**config.mk**
```make
export PLATFORM = sky130hd
export DESIGN_NAME = fifo_wr_arbiter
export DESIGN_NICKNAME = d
export VERILOG_FILES = /design/src/rtl/fifo_arb_pkg.sv /design/src/rtl/rr_pick.sv /design/src/rtl/fifo_wr_arbiter.sv
export SDC_FILE = /design/constraint.sdc
export NUM_CORES = 1
export LEC_CHECK = 0
export CORE_UTILIZATION = 32
export CTS_BUF_LIST = sky130_fd_sc_hd__clkbuf_4
export DETAILED_ROUTE_END_ITERATION = 8
export GPL_ROUTABILITY_DRIVEN = 0
export PLACE_DENSITY_LB_ADDON = 0.05
export SETUP_SLACK_MARGIN = 0.02
export SLEW_MARGIN = 20
export SYNTH_ARGS = -nofsm -noshare
export SYNTH_HDL_FRONTEND = slang
export SYNTH_SLANG_ARGS = --single-unit
```
**constraint.sdc**
```tcl
create_clock -name i_wclk -period 2.1 [get_ports i_wclk]
set_clock_uncertainty 0.1 [all_clocks]
set_input_delay 0.42 -clock i_wclk [delete_from_list [all_inputs] [get_ports i_wclk]]
set_output_delay 0.42 -clock i_wclk [all_outputs]
set_load 0.1 [all_outputs]
```
**src/rtl/fifo_arb_pkg.sv**
```systemverilog
// Shared state type and index helper for the FIFO write-port arbiter.
package fifo_arb_pkg;

  typedef enum logic {ARB_IDLE, ARB_BUSY} arb_state_e;

  // The wrap is explicit so that requester counts that are not a power of two stay in range.
  function automatic int unsigned next_idx(int unsigned idx, int unsigned n);
    return (idx + 32'd1 >= n) ? 32'd0 : idx + 32'd1;
  endfunction

endpackage

```
**src/rtl/rr_pick.sv**
```systemverilog
// Round-robin picker: returns the first set request after ptr, wrapping modulo NUM_REQ.
module rr_pick
  import fifo_arb_pkg::*;
#(
  parameter int NUM_REQ  = 4,
  parameter int ID_WIDTH = $clog2(NUM_REQ)
) (
  input  logic [NUM_REQ-1:0]  req,
  input  logic [ID_WIDTH-1:0] ptr,
  output logic                found,
  output logic [ID_WIDTH-1:0] idx
);

  logic [ID_WIDTH-1:0] cand;

  always_comb begin
    found = 1'b0;
    idx   = '0;
    cand  = ptr;
    // ptr itself is visited last, so it has the lowest priority.
    for (int i = 0; i < NUM_REQ; i++) begin
      cand = ID_WIDTH'(next_idx(32'(cand), $unsigned(NUM_REQ)));
      if (!found && req[cand]) begin
        found = 1'b1;
        idx   = cand;
      end
    end
  end

endmodule

```
**src/rtl/fifo_wr_arbiter.sv**
```systemverilog
// Shares the async FIFO write port among NUM_REQ requesters, with round-robin arbitration.
// Each grant is held until the requester's packet ends, so packets never interleave in the FIFO.
//
// state    | meaning
// ARB_IDLE | no grant; looks for a valid requester after rr_ptr
// ARB_BUSY | requester g owns the write port until its last beat transfers
module fifo_wr_arbiter
  import fifo_arb_pkg::*;
#(
  parameter int NUM_REQ    = 4,
  parameter int DATA_WIDTH = 8,
  parameter int ID_WIDTH   = $clog2(NUM_REQ)
) (
  input  logic                  i_wclk,
  input  logic                  i_wrst_n,
  input  logic [NUM_REQ-1:0]    i_req_valid,
  input  logic [DATA_WIDTH-1:0] i_req_data [NUM_REQ],
  input  logic [NUM_REQ-1:0]    i_req_last,
  output logic [NUM_REQ-1:0]    o_req_ready,
  input  logic                  i_wfull,
  output logic                  o_winc,
  output logic [DATA_WIDTH-1:0] o_wdata,
  output logic                  o_busy,
  output logic [ID_WIDTH-1:0]   o_grant_id
);

  arb_state_e          state;
  logic [ID_WIDTH-1:0] g;
  logic [ID_WIDTH-1:0] rr_ptr;
  logic [ID_WIDTH-1:0] pick_ptr;
  logic [ID_WIDTH-1:0] pick_idx;
  logic [NUM_REQ-1:0]  pick_req;
  logic [NUM_REQ-1:0]  g_mask;
  logic                pick_found;

  assign o_grant_id = g;

  // One picker serves both the idle pick and the zero-bubble handover on a last beat.
  always_comb begin
    g_mask    = '0;
    g_mask[g] = 1'b1;
    pick_req  = i_req_valid;
    pick_ptr  = rr_ptr;
    if (state == ARB_BUSY) begin
      pick_req = i_req_valid & ~g_mask;
      pick_ptr = g;
    end
  end

  rr_pick #(
    .NUM_REQ  (NUM_REQ),
    .ID_WIDTH (ID_WIDTH)
  ) u_rr_pick (
    .req   (pick_req),
    .ptr   (pick_ptr),
    .found (pick_found),
    .idx   (pick_idx)
  );

  always_comb begin
    o_req_ready = '0;
    o_winc      = 1'b0;
    o_wdata     = '0;
    if (state == ARB_BUSY) begin
      o_req_ready[g] = ~i_wfull;
      o_winc         = i_req_valid[g] & ~i_wfull;
      o_wdata        = i_req_data[g];
    end
  end

  always_ff @(posedge i_wclk or negedge i_wrst_n) begin
    if (!i_wrst_n) begin
      state  <= ARB_IDLE;
      g      <= '0;
      rr_ptr <= ID_WIDTH'(NUM_REQ - 1);
      o_busy <= 1'b0;
    end else begin
      case (state)
        ARB_IDLE: begin
          if (pick_found) begin
            state  <= ARB_BUSY;
            g      <= pick_idx;
            o_busy <= 1'b1;
          end
        end
        ARB_BUSY: begin
          if (o_winc && i_req_last[g]) begin
            rr_ptr <= g;
            if (pick_found) begin
              g <= pick_idx;
            end else begin
              state  <= ARB_IDLE;
              o_busy <= 1'b0;
            end
          end
        end
        default: begin
          state  <= ARB_IDLE;
          o_busy <= 1'b0;
        end
      endcase
    end
  end

endmodule

```
## Yosys cells after proc, flatten, opt, wreduce, memory -nomap -nowiden

Index checks and enable logic that the tools add are counted.

| operators by class | value |
|---|---|
| shift operators | 0 |
| div/mod/pow operators | 0 |
| add/sub/neg operators | 4 |
| multiplexer cells | 44 |
| equality and inequality tests | 3 |
| reduce and logical (&&, ||, !) cells | 10 |
| bitwise operators | 7 |
| order comparisons | 11 |
| $mul | 0 |

Operators with widths:

| cell | count |
|---|---|
| 8-bit 2-to-1 mux | 3 |
| 2-bit 2-to-1 mux | 11 |
| 1-bit 2-to-1 mux | 17 |
| 8-bit binary-select mux with 2-bit select | 1 |
| 3-bit >= comparator, second input constant | 5 |
| 2-bit by 3-bit < comparator with 1-bit output, second input constant | 5 |
| 2-bit by 1-bit adder with 3-bit output, second input constant | 4 |
| 1-bit binary-select mux with 2-bit select | 6 |
| 4-bit AND | 2 |
| 4-bit 2-to-1 mux | 2 |
| 1-bit logical AND | 5 |
| 2-bit != test, second input constant | 2 |
| 4-bit NOT | 1 |
| 1-bit one-hot mux with 2 select lines | 2 |
| 2-bit one-hot mux with 2 select lines | 1 |
| 1-bit zero test | 3 |
| 2-bit NOT with 3-bit output | 1 |
| 3-bit AND reduction | 1 |
| 1-bit demux with 2-bit select | 1 |
| 2-bit by 1-bit >= comparator with 1-bit output, second input constant | 1 |
| 2-bit by 1-bit != test with 1-bit output, second input constant | 1 |
| 1-bit NOT | 2 |
| 2-bit AND reduction | 1 |
| 1-bit AND | 1 |

| storage, ports and cells | value |
|---|---|
| output and inout bits | 16 |
| input bits | 43 |
| memory bits (writable) | 0 |
| register bits | 6 |
| memories kept | 0 |
| word-level logic and storage cells | 83 |
| latch bits | 0 |
| ROM bits | 0 |

## Depth between registers and ports, before layout

| depth | value |
|---|---|
| depth after elaboration | 22 |
| mapped depth | 7 |
| mapped depth without buffers | 5 |

## Hierarchy

Synthesis repeated with hierarchy kept, for this count alone.

| unflattened totals | value |
|---|---|
| cells, all modules | 80 |
| area total of the unflattened synthesis | 812.0 um2 |

Modules (own cells, without submodules):

| module | times used | cells an instance | seq. area each (um2) | area an instance (um2) |
|---|---|---|---|---|
| fifo_wr_arbiter | 1 | 65 | 152.6 | 704.4 |
| rr_pick | 1 | 15 | 0.0 | 107.6 |

## Worst setup path after synthesis

No wires, ideal clock.

| timing path | value |
|---|---|
| kind | register -> output |
| from | register g[0] (netlist: o_grant_id[0]) |
| to | output o_req_ready[1] |
| path slack | -1.276 ns |
| required time | 1.580 ns |
| buffers on the path | 2 |
| cell stages (with the launch flop) | 5 |
| data arrival time | 2.856 ns |
| path through | dfrtp_1 > buf_4 > buf_2 > inv_1 > nor2_1 |

| between the ends | value |
|---|---|
| cells in the longest elaborated chain, start to end | 6 |
| elaborated cells between the ends (all ways) | 7 |
| classes of those cells | order compare: 2; mux: 3; bitwise: 1; reduce/logical: 1 |

RTL lines:

| what | RTL line | text |
|---|---|---|
| start: declaration | fifo_wr_arbiter.sv:28 | `logic [ID_WIDTH-1:0] g;` |
| start signal: assignment | fifo_wr_arbiter.sv:82 | `g <= pick_idx;` |
| start signal: assignment | fifo_wr_arbiter.sv:90 | `g <= pick_idx;` |
| 2-bit by 3-bit < comparator with 1-bit output (implied by the code) / 2-bit by 1-bit >= comparator with 1-bit output (equally long branches) | fifo_wr_arbiter.sv:65 | `o_req_ready[g] = ~i_wfull;` |
| 1-bit logical AND (implied by the code) | fifo_wr_arbiter.sv:65 |  |
| 1-bit 2-to-1 mux (implied by the code) | fifo_wr_arbiter.sv:65 |  |
| 1-bit demux with 2-bit select (*) | fifo_wr_arbiter.sv:65 |  |
| 4-bit AND (no line) (*) | n/a |  |
| 4-bit 2-to-1 mux (*) | fifo_wr_arbiter.sv:64 | `if (state == ARB_BUSY) begin` |
| end: declaration | fifo_wr_arbiter.sv:19 | `output logic [NUM_REQ-1:0] o_req_ready,` |

Every way passes the cells marked *; elsewhere a longest branch is shown, timed or not.

## Final worst setup path

| timing path | value |
|---|---|
| from | register g[0] (netlist: o_grant_id[0]) |
| to | output o_wdata[3] |

| between the ends | value |
|---|---|
| cells in the longest elaborated chain, start to end | 5 |

RTL lines:

| what | RTL line | text |
|---|---|---|
| 2-bit NOT with 3-bit output (implied by the code) | fifo_wr_arbiter.sv:67 | `o_wdata = i_req_data[g];` |
| 8-bit binary-select mux with 2-bit select | fifo_wr_arbiter.sv:67 |  |
| 8-bit 2-to-1 mux (implied by the code) (2 in a row) | fifo_wr_arbiter.sv:67 |  |
| 8-bit 2-to-1 mux | fifo_wr_arbiter.sv:64 |  |
| end: declaration | fifo_wr_arbiter.sv:22 | `output logic [DATA_WIDTH-1:0] o_wdata,` |

No other way between the ends. The select of a mux whose other input is x is not followed.

==> flow_results.org <==
** Place
- Buffers placed on the I/O ports in this run total between 50 and 60.
- In this run the cell area measured after placement is between 0.0015 and 0.002 mm^2.
- Counting tap cells, the placed design contains a total of between 150 and 200 instances.
- The wire-length estimate of the detail-placed layout is 2410 um.

** Yosys
- Summing every instance area after synthesis gives between 800 and 900 um^2.
- Synthesized netlist net count :: 134
- Warning count from the yosys run :: 0
- In the synthesized netlist, the number of instances is just over 90.
- After synthesis, the mean cell area works out to 9.28 um^2.
- Synthesized flop and latch total :: 6
- Number of distinct library cells after synthesis :: 38
- Sequential element share of the synthesized area :: 18.1%

** Clock network
- Maximum clock insertion buffer count :: 2
- The clock drives 6 sinks.
- The number of clock buffers added by TritonCTS is 3.
- At the later pin of the worst-skew pair, clock insertion delay measures 0.24 ns.
- In this run the number of H-tree levels came out at 1.
- Clock-pin slew was measured on the worst setup and hold paths at around 0.050 ns.
- Buffer cell driving the clock tree root :: sky130_fd_sc_hd__clkbuf_4
- TritonCTS built the clock tree.

** Detailed routing
- For this block, the initial DRC count from the detailed router was 22.
- Routed wirelength normalized by instance count :: 15.1 um
- For this run, design rule violations remaining after detail routing come to 0.
- Before antenna repair, the detailed router went through 4 iterations.
- Once detail routing completed, the nets flagged for antenna violations numbered 0.
- Vias per Instance :: approximately 5.3
- The detailed router placed 1040 vias in this run.
- For this block, the routed nets add up to approximately 3000 um of wire.

** Global route
- Global-route wire length before repair :: 4350 um
- Routing usage on met3 :: 5.75%
- For met2 alone, demand over resource in global routing was a little under two fifths.
- Most congested layer reported by global routing :: met2
- The initial antenna violation count was 0.
- Global routing consumed, over all layers together, about a fifth of the routing resources.
- Pin count of the biggest net entering global routing :: 13
- For met1 alone, demand over resource in global routing was 24.5%.
- For this run the aggregate overflow at the end of global routing stands at 0.
- The number of global-route vias before repair is 960.

** Timing
- Unrepaired setup endpoints after global routing :: true
- Final critical-path setup slack :: -0.0498 ns
- Slew of the pin with the lowest slew margin :: ~0.32 ns
- Number of endpoints with negative hold slack in the final report :: 0
- The final count of pins violating max slew is 0.
- Max-slew headroom at the worst pin :: around four fifths
- After layout, the worst path uses 102% of the clock period.
- Total Negative Setup Slacks :: -0.314 ns
- Derived from the worst setup path, the maximum achievable clock frequency is around 0.47 GHz.
- Setup violations remaining at the end of the flow were counted as 8.
- For the finished layout, the period the worst path requires is 2.15 ns.

** Floorplanning
- The core region is approximately 0.0025 mm^2.
- Die boundary width :: about 53 um
- In this run the core area contains 18 standard-cell rows.
- Measured along the y axis, the die boundary spans 53.4 um.
- The die covers 0.00285 mm^2.
- For this configuration, the core starts out at a cell density of 34.1%.
- For this design the top-level I/O count stands at 59.

** Critical path
- In this run the worst path has a maximum fanout of 7.
- The worst setup path is of the flip-flop to primary output kind.
- The worst setup path is launched from a flip-flop.
- STA puts the critical path data required time at 1.58 ns.
- Arrival time of the worst setup path :: 1.63 ns
- Category of the worst setup path capture point :: primary output

** Run
- Across the run, the number of max-cap violations was 0.

** Pwr
- In this run, flip-flops and latches consume approximately 7.6% of the power.
- Of the total power, combinational logic draws around 90%.
- Max VDD drop :: roughly 0.0018 V
- The internal power of the cells totals 1590 uW.
- In this run the static leakage power is roughly 0.00079 uW.
- Summed over all nets, the switching power comes to 1860 uW.
- In this run the power density over the cells is 1850 mW/mm^2.
- Switching Share :: between 50% and 60%
- Power, Total :: 3450 uW
- Fraction of power consumed by the clock network :: ~3.7%

** Outcome
- The checks that failed: negative setup slack.
- The flow ran to the end, but the final reports show violations.

** Final layout
- The repair_antennas step left the layout with diodes totalling 0.
- Total non-filler cell area in the finished layout :: 0.00187 mm^2
- Final Net Count :: 212
- Once layout is complete, the cells apart from fillers number ~200.
- Fill count :: around 180
- Cells fill 75.5% of the core in the end.
- Compared with the post-synthesis result, the final layout area differs by 121%.
- The post-route netlist has 45.2% of its cells at a drive strength greater than 1.

** Hold path
- Worst Hold Class :: input port to async pin
==> registers in the layout, summed over array words and instances (netlist names) <==
name	flops
o_busy	1
o_grant_id	2
rr_ptr	2
state	1
==> stage by stage <==
stage          hold WS (ns)  setup slack (ns)
5_1_grt               0.325            -0.100
2_1_floorplan        0.0244            -0.464
4_1_cts               0.323           -0.0578
6_report              0.318           -0.0498
3_3_place_gp          0.440            -0.174
3_5_place_dp          0.449            -0.202
==> placed cells by master (no fill, tap or decap), types with 2 or more instances in the layout <==
master / instances
sky130_fd_sc_hd__o22ai_1: 2
sky130_fd_sc_hd__nor2_2: 2
sky130_fd_sc_hd__buf_4: 18
sky130_fd_sc_hd__nor2_1: 4
sky130_fd_sc_hd__clkdlybuf4s50_1: 39
sky130_fd_sc_hd__mux2i_1: 7
sky130_fd_sc_hd__buf_12: 16
sky130_fd_sc_hd__mux4_2: 8
sky130_fd_sc_hd__and2_4: 8
sky130_fd_sc_hd__clkbuf_4: 4
sky130_fd_sc_hd__a21oi_1: 2
sky130_fd_sc_hd__nor2_4: 3
sky130_fd_sc_hd__nor2b_1: 2
sky130_fd_sc_hd__inv_1: 2
sky130_fd_sc_hd__dfrtp_1: 2
sky130_fd_sc_hd__dlygate4sd2_1: 3
sky130_fd_sc_hd__o21ai_0: 4
sky130_fd_sc_hd__a2bb2oi_1: 2
sky130_fd_sc_hd__dfrtp_4: 2
sky130_fd_sc_hd__nand2_1: 8
sky130_fd_sc_hd__dfstp_2: 2
sky130_fd_sc_hd__buf_6: 4
==> cell usage after synthesis <==
master	n	area share (%)
sky130_fd_sc_hd__and2_1	9	6.7
sky130_fd_sc_hd__mux2i_1	8	9.5
sky130_fd_sc_hd__mux4_2	8	21
sky130_fd_sc_hd__nand2_1	8	3.6
sky130_fd_sc_hd__nor2_1	8	3.6
sky130_fd_sc_hd__dfrtp_1	4	12
sky130_fd_sc_hd__o21ai_0	4	2.4
sky130_fd_sc_hd__a21oi_1	3	1.8
sky130_fd_sc_hd__a2bb2oi_1	2	2.1
sky130_fd_sc_hd__a31oi_1	2	1.5
sky130_fd_sc_hd__buf_2	2	1.2
sky130_fd_sc_hd__buf_4	2	1.8
sky130_fd_sc_hd__clkbuf_1	2	0.89
sky130_fd_sc_hd__dfstp_2	2	6.2
sky130_fd_sc_hd__inv_1	2	0.89
sky130_fd_sc_hd__nor2b_1	2	1.5
sky130_fd_sc_hd__o22ai_1	2	1.5
sky130_fd_sc_hd__a211o_1	1	1.0
sky130_fd_sc_hd__a211oi_1	1	0.89
sky130_fd_sc_hd__a211oi_4	1	2.4
sky130_fd_sc_hd__a21o_1	1	0.89
sky130_fd_sc_hd__a222oi_1	1	1.2
sky130_fd_sc_hd__buf_1	1	0.44
sky130_fd_sc_hd__mux2_4	1	1.8
sky130_fd_sc_hd__nand2b_1	1	0.74
sky130_fd_sc_hd__nand3_1	1	0.59
sky130_fd_sc_hd__nand3b_1	1	0.89
sky130_fd_sc_hd__nor2_2	1	0.74
sky130_fd_sc_hd__o2111ai_1	1	1.0
sky130_fd_sc_hd__o22a_1	1	1.0
sky130_fd_sc_hd__o22ai_2	1	1.5
sky130_fd_sc_hd__o31ai_1	1	0.89
sky130_fd_sc_hd__o32a_1	1	1.2
sky130_fd_sc_hd__or2_2	1	0.74
sky130_fd_sc_hd__or2b_1	1	0.89
sky130_fd_sc_hd__or3_1	1	0.74
sky130_fd_sc_hd__or3_4	1	1.3
sky130_fd_sc_hd__or3b_1	1	1.0
==> worst max-delay path, cell delays in order (launching register included) <==
cell                      delay [ns]
sky130_fd_sc_hd__dfrtp_4        0.49
sky130_fd_sc_hd__buf_12         0.15
sky130_fd_sc_hd__mux4_2         0.42
sky130_fd_sc_hd__and2_4         0.16
sky130_fd_sc_hd__buf_12         0.16
==> what timing repair did <==
action | CTS | global route
setup buffers | 4 | 1
setup endpoints to repair | 12 | 13
resized for setup | 7 | 2
pin swaps | 11 | 4
hold buffers | 0 | 0
==> layer usage <==
metal,vias to the layer above,share of wire (%)
met5,-,0
met4,0,0.13
met2,48,49
met3,2,12
met1,489,39
li1,501,-
==> logic make-up (layout without fill, tap and decap cells) <==
| logic type | count (synthesis) | in the layout | synth area share (%) |
|---|---|---|---|
| buffers and inverters | 9 | 86 | 5.18 |
| AND/OR/NAND/NOR | 36 | 36 | 23.0 |
| flip-flops | 6 | 6 | 18.1 |
| AO/OA/AOI/OAI | 23 | 23 | 21.2 |
| multiplexers | 17 | 17 | 32.6 |
==> power by group through the flow <==
stage	Clock [uW]	Combinational (uW)	Sequential (uW)
2_1_floorplan	0	1820	435
3_3_place_gp	0	2870	326
4_1_cts	131	3080	255
6_report	127	3060	261
3_5_place_dp	0	2900	330
5_1_grt	138	3190	267
==> worst paths after layout <==
kind | from | to | slack, ns | cells after the start
worst max-delay path | o_grant_id[0]$_DFFE_PN0P_ | o_wdata[3] | -0.05 | 4
worst min-delay path | i_wrst_n | state$_DFF_PN0_ | 0.32 | 1
worst max register to register | rr_ptr[0]$_DFFE_PN1P_ | o_grant_id[0]$_DFFE_PN0P_ | 0.09 | 5
worst min register to register | rr_ptr[1]$_DFFE_PN1P_ | rr_ptr[1]$_DFFE_PN1P_ | 0.46 | 1
max in group asynchronous | i_wrst_n | rr_ptr[0]$_DFFE_PN1P_ | 1.30 | 1
min in group i_wclk | rr_ptr[1]$_DFFE_PN1P_ | rr_ptr[1]$_DFFE_PN1P_ | 0.46 | 1
==> layout make-up <==
type                       count  area (um^2)  area share, %
timing repair buffer          80          917           49.1
multi-input combinational     76          717           38.4
inverter                       2         7.51          0.402
clock buffer                   4         30.0           1.61
sequential                     6          160           8.57
tap                           30         37.5           2.01
(Power assumes the default switching activity.)
